===== src/rtl/mp64_mmio_arbiter.sv =====
// Round-robin arbiter serialising per-core byte MMIO transactions onto one shared device port.
// A hung device is turned into an 8'hFF read response plus a one-cycle error pulse.
module mp64_mmio_arbiter #(
    parameter int unsigned NUM_CORES    = 4,
    parameter int unsigned CORE_ID_BITS = 2,
    parameter int unsigned TIMEOUT      = 255
) (
    input  logic                      clk,
    input  logic                      rst_n,
    input  logic [NUM_CORES-1:0]      core_req,
    input  logic [NUM_CORES*12-1:0]   core_addr,
    input  logic [NUM_CORES*8-1:0]    core_wdata,
    input  logic [NUM_CORES-1:0]      core_wen,
    output logic [NUM_CORES*8-1:0]    core_rdata,
    output logic [NUM_CORES-1:0]      core_ack,
    output logic                      dev_req,
    output logic [11:0]               dev_addr,
    output logic [7:0]                dev_wdata,
    output logic                      dev_wen,
    output logic [CORE_ID_BITS-1:0]   dev_requester_id,
    input  logic [7:0]                dev_rdata,
    input  logic                      dev_ack,
    output logic                      err_valid,
    output logic [CORE_ID_BITS-1:0]   err_core
);

    localparam int unsigned ADDR_W = 12;
    localparam int unsigned DATA_W = 8;
    localparam int unsigned CNT_W  = 8;

    localparam logic [1:0] ST_IDLE  = 2'd0;
    localparam logic [1:0] ST_ISSUE = 2'd1;
    localparam logic [1:0] ST_RESP  = 2'd2;

    localparam logic [CNT_W-1:0]        CNT_LAST  = CNT_W'(TIMEOUT - 1);
    localparam logic [CORE_ID_BITS-1:0] GRANT_RST = CORE_ID_BITS'(NUM_CORES - 1);

    logic [NUM_CORES-1:0][ADDR_W-1:0] addr_v;
    logic [NUM_CORES-1:0][DATA_W-1:0] wdata_v;

    logic [1:0]                       state_q, state_d;
    logic [CORE_ID_BITS-1:0]          last_grant_q, last_grant_d;
    logic [CORE_ID_BITS-1:0]          grant_q, grant_d;
    logic [CNT_W-1:0]                 cnt_q, cnt_d;
    logic                             dev_req_q, dev_req_d;
    logic [ADDR_W-1:0]                dev_addr_q, dev_addr_d;
    logic [DATA_W-1:0]                dev_wdata_q, dev_wdata_d;
    logic                             dev_wen_q, dev_wen_d;
    logic [NUM_CORES-1:0][DATA_W-1:0] rdata_q, rdata_d;
    logic [NUM_CORES-1:0]             core_ack_q, core_ack_d;
    logic                             err_valid_q, err_valid_d;
    logic [CORE_ID_BITS-1:0]          err_core_q, err_core_d;

    logic [CORE_ID_BITS-1:0]          grant_c;
    logic [CORE_ID_BITS-1:0]          scan_idx;
    logic                             any_req_c;

    assign addr_v  = core_addr;
    assign wdata_v = core_wdata;

    // First requester after the last grant, wrapping modulo NUM_CORES.
    always_comb begin
        grant_c   = last_grant_q;
        any_req_c = 1'b0;
        scan_idx  = last_grant_q;
        for (int unsigned k = 1; k <= NUM_CORES; k++) begin
            scan_idx = CORE_ID_BITS'((32'(last_grant_q) + k) % NUM_CORES);
            if (!any_req_c && core_req[scan_idx]) begin
                grant_c   = scan_idx;
                any_req_c = 1'b1;
            end
        end
    end

    // Next-state and registered-output logic.
    always_comb begin
        state_d      = state_q;
        last_grant_d = last_grant_q;
        grant_d      = grant_q;
        cnt_d        = cnt_q;
        dev_req_d    = dev_req_q;
        dev_addr_d   = dev_addr_q;
        dev_wdata_d  = dev_wdata_q;
        dev_wen_d    = dev_wen_q;
        rdata_d      = rdata_q;
        core_ack_d   = '0;
        err_valid_d  = 1'b0;
        err_core_d   = err_core_q;

        case (state_q)
            ST_IDLE: begin
                if (any_req_c) begin
                    grant_d     = grant_c;
                    dev_addr_d  = addr_v[grant_c];
                    dev_wdata_d = wdata_v[grant_c];
                    dev_wen_d   = core_wen[grant_c];
                    dev_req_d   = 1'b1;
                    cnt_d       = '0;
                    state_d     = ST_ISSUE;
                end
            end
            ST_ISSUE: begin
                if (dev_ack) begin
                    rdata_d[grant_q]    = dev_rdata;
                    dev_req_d           = 1'b0;
                    core_ack_d[grant_q] = 1'b1;
                    state_d             = ST_RESP;
                end else if (cnt_q == CNT_LAST) begin
                    rdata_d[grant_q]    = 8'hFF;
                    err_valid_d         = 1'b1;
                    err_core_d          = grant_q;
                    dev_req_d           = 1'b0;
                    core_ack_d[grant_q] = 1'b1;
                    state_d             = ST_RESP;
                end else begin
                    cnt_d = cnt_q + CNT_W'(1);
                end
            end
            ST_RESP: begin
                last_grant_d = grant_q;
                state_d      = ST_IDLE;
            end
            default: begin
                state_d = ST_IDLE;
            end
        endcase
    end

    always_ff @(posedge clk or negedge rst_n) begin
        if (!rst_n) begin
            state_q      <= ST_IDLE;
            last_grant_q <= GRANT_RST;
            grant_q      <= '0;
            cnt_q        <= '0;
            dev_req_q    <= 1'b0;
            dev_addr_q   <= '0;
            dev_wdata_q  <= '0;
            dev_wen_q    <= 1'b0;
            rdata_q      <= '0;
            core_ack_q   <= '0;
            err_valid_q  <= 1'b0;
            err_core_q   <= '0;
        end else begin
            state_q      <= state_d;
            last_grant_q <= last_grant_d;
            grant_q      <= grant_d;
            cnt_q        <= cnt_d;
            dev_req_q    <= dev_req_d;
            dev_addr_q   <= dev_addr_d;
            dev_wdata_q  <= dev_wdata_d;
            dev_wen_q    <= dev_wen_d;
            rdata_q      <= rdata_d;
            core_ack_q   <= core_ack_d;
            err_valid_q  <= err_valid_d;
            err_core_q   <= err_core_d;
        end
    end

    assign core_rdata       = rdata_q;
    assign core_ack         = core_ack_q;
    assign dev_req          = dev_req_q;
    assign dev_addr         = dev_addr_q;
    assign dev_wdata        = dev_wdata_q;
    assign dev_wen          = dev_wen_q;
    assign dev_requester_id = grant_q;
    assign err_valid        = err_valid_q;
    assign err_core         = err_core_q;

endmodule


===== config.mk =====
export PLATFORM = sky130hd
export DESIGN_NAME = mp64_mmio_arbiter
export DESIGN_NICKNAME = d
export VERILOG_FILES = /design/src/rtl/mp64_mmio_arbiter.sv
export SDC_FILE = /design/constraint.sdc
export NUM_CORES = 1
export LEC_CHECK = 0
export BUFFER_PORTS_ARGS = -buffer_cell sky130_fd_sc_hd__buf_2
export CAP_MARGIN = 10
export CORE_UTILIZATION = 30
export CTS_CLUSTER_SIZE = 30
export DETAILED_ROUTE_END_ITERATION = 8
export GPL_TIMING_DRIVEN = 0
export SYNTH_ARGS = -nofsm -noshare
export SYNTH_HDL_FRONTEND = slang
export SYNTH_SLANG_ARGS = --single-unit

===== constraint.sdc =====
create_clock -name clk -period 3.7 [get_ports clk]
set_input_delay 0 -clock clk [delete_from_list [all_inputs] [get_ports clk]]
set_output_delay 0 -clock clk [all_outputs]
set_load 0.02 [all_outputs]

---- Yosys cells after proc, flatten, opt, wreduce, memory -nomap -nowiden ----
Index checks and enable logic that the tools add are counted.
word-level totals
  bits in registers ....................... 75
  output and inout bits ................... 63
  input bits .............................. 99
  word-level logic and storage cells ...... 99
operators by class
  equal/unequal tests ..................... 7
  magnitude comparators ................... 7
  muxes and demuxes ....................... 47
  bitwise gates (word level) .............. 2
  add/subtract/negate cells ............... 5
  reduce and logical (&&, ||, !) cells .... 16
operator list
  cell                 number
  $mux 32              2
  $mux 8               5
  $bwmux 32            1
  $or 32x32->32        1
  $bmux 12 s2          1
  $lt 2x3->1 const B   6
  $bmux 8 s2           1
  $demux 8 s2          1
  $mux 1               16
  $pmux 8 s2           1
  $mux 2               7
  $mux 12              1
  $mux 4               3
  $bmux 1 s2           5
  $add 8x1->8 const B  1
  $eq 8x8->1 const B   1
  $ne 2x2->1 const B   3
  $reduce_and 2->1     3
  $reduce_and 3->1     2
  $add 2x1->2 const B  2
  $add 2x2->2 const B  2
  $logic_and 1x1->1    4
  $pmux 2 s2           1
  $reduce_and 4->1     1
  10 further kinds     13

---- Logic depth before layout (Yosys ltp) ----
  depth after elaboration ................. 15
  mapped depth ............................ 8
  depth with buffers taken out ............ 7

---- Least setup slack after synthesis ----
Ideal clock, no wire load.
  path kind ............................... reg-to-reg
  start ................................... register last_grant_q[1]
  end ..................................... register dev_addr_q[0] (netlist: dev_addr[0])
  path buffers ............................ 3
  period minus slack after synthesis ...... 1.707 ns
  stages on the path, launching flop included .. 8
  setup slack ............................. 1.993 ns
  setup time .............................. 0.142 ns
  required time ........................... 3.558 ns
  data arrival time ....................... 1.564 ns
  path through ............................ dfstp_2 > buf_4 > mux2i_1 > o221a_2 > buf_6 > buf_6 > mux2i_1 > o221ai_1
on the way
  cells in the longest elaborated chain, start to end .. 15
  elaborated cells between the ends (all ways) .. 29
  those cells by class .................... add/sub: 4; mux: 18; reduce/logical: 7
RTL lines
  what                           line  source
  from (decl)                    42    logic [CORE_ID_BITS-1:0] last_grant_q, last_grant_d;
  from (signal assigned)         145   last_grant_q <= last_grant_d;
  $add 2x1->2                    67    scan_idx = CORE_ID_BITS'((32'(last_grant_q) + k) % NUM_CORES);
  $bmux 1 s2                     68    if (!any_req_c && core_req[scan_idx]) begin
  $mux 1 (not written as such)   68
  $mux 1                         68
  $logic_not 1->1                68
  $logic_and 1x1->1              68
  $mux 1                         68
  $logic_not 1->1                68
  $logic_and 1x1->1              68
  $mux 1                         68
  $logic_not 1->1                68
  $logic_and 1x1->1              68
  $mux 2                         68
  $bmux 12 s2                    94    dev_addr_d = addr_v[grant_c];
  $mux 12 (not written as such)  94
  to (signal assigned)           149   dev_addr_q <= dev_addr_d;
  to (decl)                      46    logic [ADDR_W-1:0] dev_addr_q, dev_addr_d;
Parallel ways exist; a longest one is shown, timed or not. The select of a mux whose other input is x is not followed.
A chain may end at the register's enable or synchronous reset.

---- Final worst setup path ----
  start ................................... register last_grant_q[1]
  end ..................................... register dev_wdata_q[3] (netlist: dev_wdata[3])
on the way
  cells in the longest elaborated chain, start to end .. 15
  elaborated cells between the ends (all ways) .. 29
  those cells by class .................... add/sub: 4; mux: 18; reduce/logical: 7
RTL lines
  what                          line  source
  $add 2x1->2                   67
  $bmux 1 s2                    68
  $mux 1 (not written as such)  68
  $mux 1                        68
  $logic_not 1->1               68
  $logic_and 1x1->1             68
  $mux 1                        68
  $logic_not 1->1               68
  $logic_and 1x1->1             68
  $mux 1                        68
  $logic_not 1->1               68
  $logic_and 1x1->1             68
  $mux 2                        68
  $bmux 8 s2                    95    dev_wdata_d = wdata_v[grant_c];
  $mux 8 (not written as such)  95
  to (signal assigned)          150   dev_wdata_q <= dev_wdata_d;
  to (decl)                     47    logic [DATA_W-1:0] dev_wdata_q, dev_wdata_d;
Parallel ways exist; a longest one is shown, timed or not. The select of a mux whose other input is x is not followed.

==> qor.yml <==
final_layout:
  n_antenna_cell: 0
  layout.cells.non_filler: 649
  fin_util: 0.458
  drive_gt1_frac: 0.413
  fin_area_um2: 5250
  fin_nets: 602
  area_growth_pct: 47.9
logic_synthesis:
  ys_warn_count: 0
  ys_seq_elements: 75
  synth_top_area_frac: 0.515
  syn_avg_cell_area_um2: 12.3
  netlist-cell-type-count: 39
  yosys-top-cells-area: "dfrtp_1 51%, mux2i_1 12%, o22a_1 7.9%"
  synth_top_area_cell: "dfrtp_1"
  synth_fp_nets: 389
  syn_inst: 288
  syn_area_um2: 3550
  seq_area_frac_synth: 0.530
min_path:
  hold_depth: 3
  worstHoldPathType: "in2reg"
detailed_routing:
  routed_wl_mm: 10.1
  drtAntennaViolNets: 0
  drtIter0Drc: 66
  dr.pass1.iters: 4
  vias_per_cell: 4.93
  wire_per_inst_um: 15.6
  post-route-drc-count: 0
  vias: 3202
cts:
  cts_tree: "yes"
  cts_root_buffer: "clkbuf_16"
  clk_pin_slew_ns: 0.06
  numClockSinks: 75
  cts_resized: 0
  htree_levels: 3
  clk_latency_ns: 0.34
  clockBufferDepth: 2
  cts_setup_buffers: 0
  cts_buffers: 9
  holdBufCountCts: 40
timing:
  skew_ns: 0.00826
  min_period_ns: 3.00
  slew_violations: 0
  grt_setup_unrepaired: "no"
  final-hold-violation-count: 0
  period_share: 0.810
  tns_ns: 0
  timing.fmax_ghz: 0.334
  worstMarginPinSlew_ns: 0.553
  whs_ns: 0.00250
  finalSetupViolations: 0
  relSlewSlack: 0.631
die:
  die_x_um: 111
  rows: 39
  dieArea_um2: 12300
  core_area_um2: 11500
  start_util: 0.309
  die_h_um: 111
  ios: 162
global_route:
  grt_max_degree: 57
  grt_pass1_wl_mm: 16.3
  antenna_found_initial: 0
  grt_pass1_vias: 3248
  grtUsageTotal: 0.170
  overflow: 0
power:
  vdd_ir_drop_max_mv: 0.265
  power_density_nw_per_um2: 837
  power_leakage_nw: 2.55
critical_path:
  critPathRequiredTime_ns: 3.93
  worstRegToRegCells: 9
  worstPathMaxFanout: 10
  end_kind: "flop"
  start_kind: "flop"
  arrival_ns: 3.22
  worst-setup-path-type: "reg2reg"
status:
  status: "finished clean"
flow_run:
  maxCapViolations: 0
place:
  placed_area_um2: 4560
  place_congestion: 0.795
  dp_hpwl_mm: 7.45
  portBuffers: 161
  place_inst: 593
-- kinds of logic after synthesis --
family                   synth area share
XOR/XNOR                           0.0148
multiplexers                        0.138
adder cells (fa/ha/maj)           0.00705
AND/OR/NAND/NOR                     0.105
AO/OA/AOI/OAI                       0.170
flip-flops                          0.530
buffers and inverters              0.0363
-- Yosys cell counts, drive strengths merged --
cell type / number
a211o: 1
a211oi: 5
a21o: 1
a21oi: 2
a22oi: 1
a31oi: 1
and2b: 1
buf: 11
clkbuf: 4
dfrtp: 73
dfstp: 2
ha: 2
inv: 5
mux2: 6
mux2i: 42
nand2: 34
nand2b: 4
nand3: 6
nand3b: 3
nand4: 2
nor2: 13
nor3: 2
nor3b: 2
nor4: 1
o211ai: 2
o21ai: 3
o221a: 1
o221ai: 20
o22a: 32
xnor2: 6
-- per-layer routing --
layer	GRT usage	part of all wire	vias to the layer above
li1	-	-	1504
met1	0.209	0.42	1606
met2	0.292	0.52	76
met3	0.0350	0.038	16
met4	0.0631	0.018	0
met5	0	0	-
-- through the flow --
step	setup WS [ns]	power, mW
6_report	0.703	4.39
4_1_cts	0.727	4.42
3_3_place_gp	1.80	3.38
2_1_floorplan	1.99	2.75
3_5_place_dp	1.75	3.44
5_1_grt	0.566	4.66
-- power by group --
group          internal [mW]  total, mW  switching, mW
Clock                  0.464      0.826          0.362
Combinational          0.962       2.20           1.24
Sequential              1.18       1.37          0.190
-- critical path: stages, from the launching register on --
cell and delay (ns):
dfstp_2 0.52, buf_4 0.14, mux2i_1 0.19, o221a_2 0.22, buf_6 0.15, buf_6 0.20, mux2i_1 0.21, dlygate4sd3_1 0.56
o221ai_1 0.11, dlygate4sd3_1 0.59
-- path summary, 6_finish.rpt --
| check | endpoint | slack (ns) | from |
|---|---|---|---|
| worst max-delay path | dev_wdata[3]$_DFFE_PN0P_ | 0.70 | last_grant_q[1]$_DFFE_PN1N_ |
| worst min-delay path | dev_wen$_DFFE_PN0P_ | 0.003 | core_wen[3] |
| worst max register to register | dev_wdata[3]$_DFFE_PN0P_ | 0.70 | last_grant_q[1]$_DFFE_PN1N_ |
| worst min register to register | dev_addr[2]$_DFFE_PN0P_ | 0.49 | dev_addr[2]$_DFFE_PN0P_ |
| max in group asynchronous | last_grant_q[0]$_DFFE_PN1N_ | 3.00 | rst_n |
| min in group asynchronous | core_rdata[21]$_DFFE_PN0P_ | 0.09 | rst_n |
-- registers in the layout, summed over array words and instances (netlist names) --
name,cells
core_rdata,32
dev_addr,12
cnt_q,8
dev_wdata,8
core_ack,4
dev_requester_id,2
err_core,2
last_grant_q,2
state_q,2
dev_req,1
dev_wen,1
err_valid,1
-- final cells by class --
class | instances | area [µm²]
Fill cell | 1059 | 6220
Sequential cell | 75 | 1880
Multi-Input combinational cell | 193 | 1540
Timing Repair Buffer | 202 | 1240
Clock buffer | 9 | 225
Tap cell | 143 | 179
Buffer | 15 | 110
Clock inverter | 7 | 58.8
Inverter | 5 | 18.8
-- layout by cell type (no fill, tap or decap), types with 3 or more instances in the layout --
cell type      Yosys  routed
buf_2              4     164
dfrtp_1           73      73
mux2i_1           42      42
dlygate4sd3_1      0      40
nand2_1           33      33
o22a_1            32      32
o221ai_1          20      20
nor2_1            12      12
clkbuf_16          0       9
nand3_1            6       6
buf_6              6       6
mux2_2             6       6
xnor2_1            6       6
inv_1              5       5
clkbuf_1           4       4
nand2b_1           4       4
a211oi_1           4       4
nand3b_1           3       3
Power figures use the tool's default switching activity.
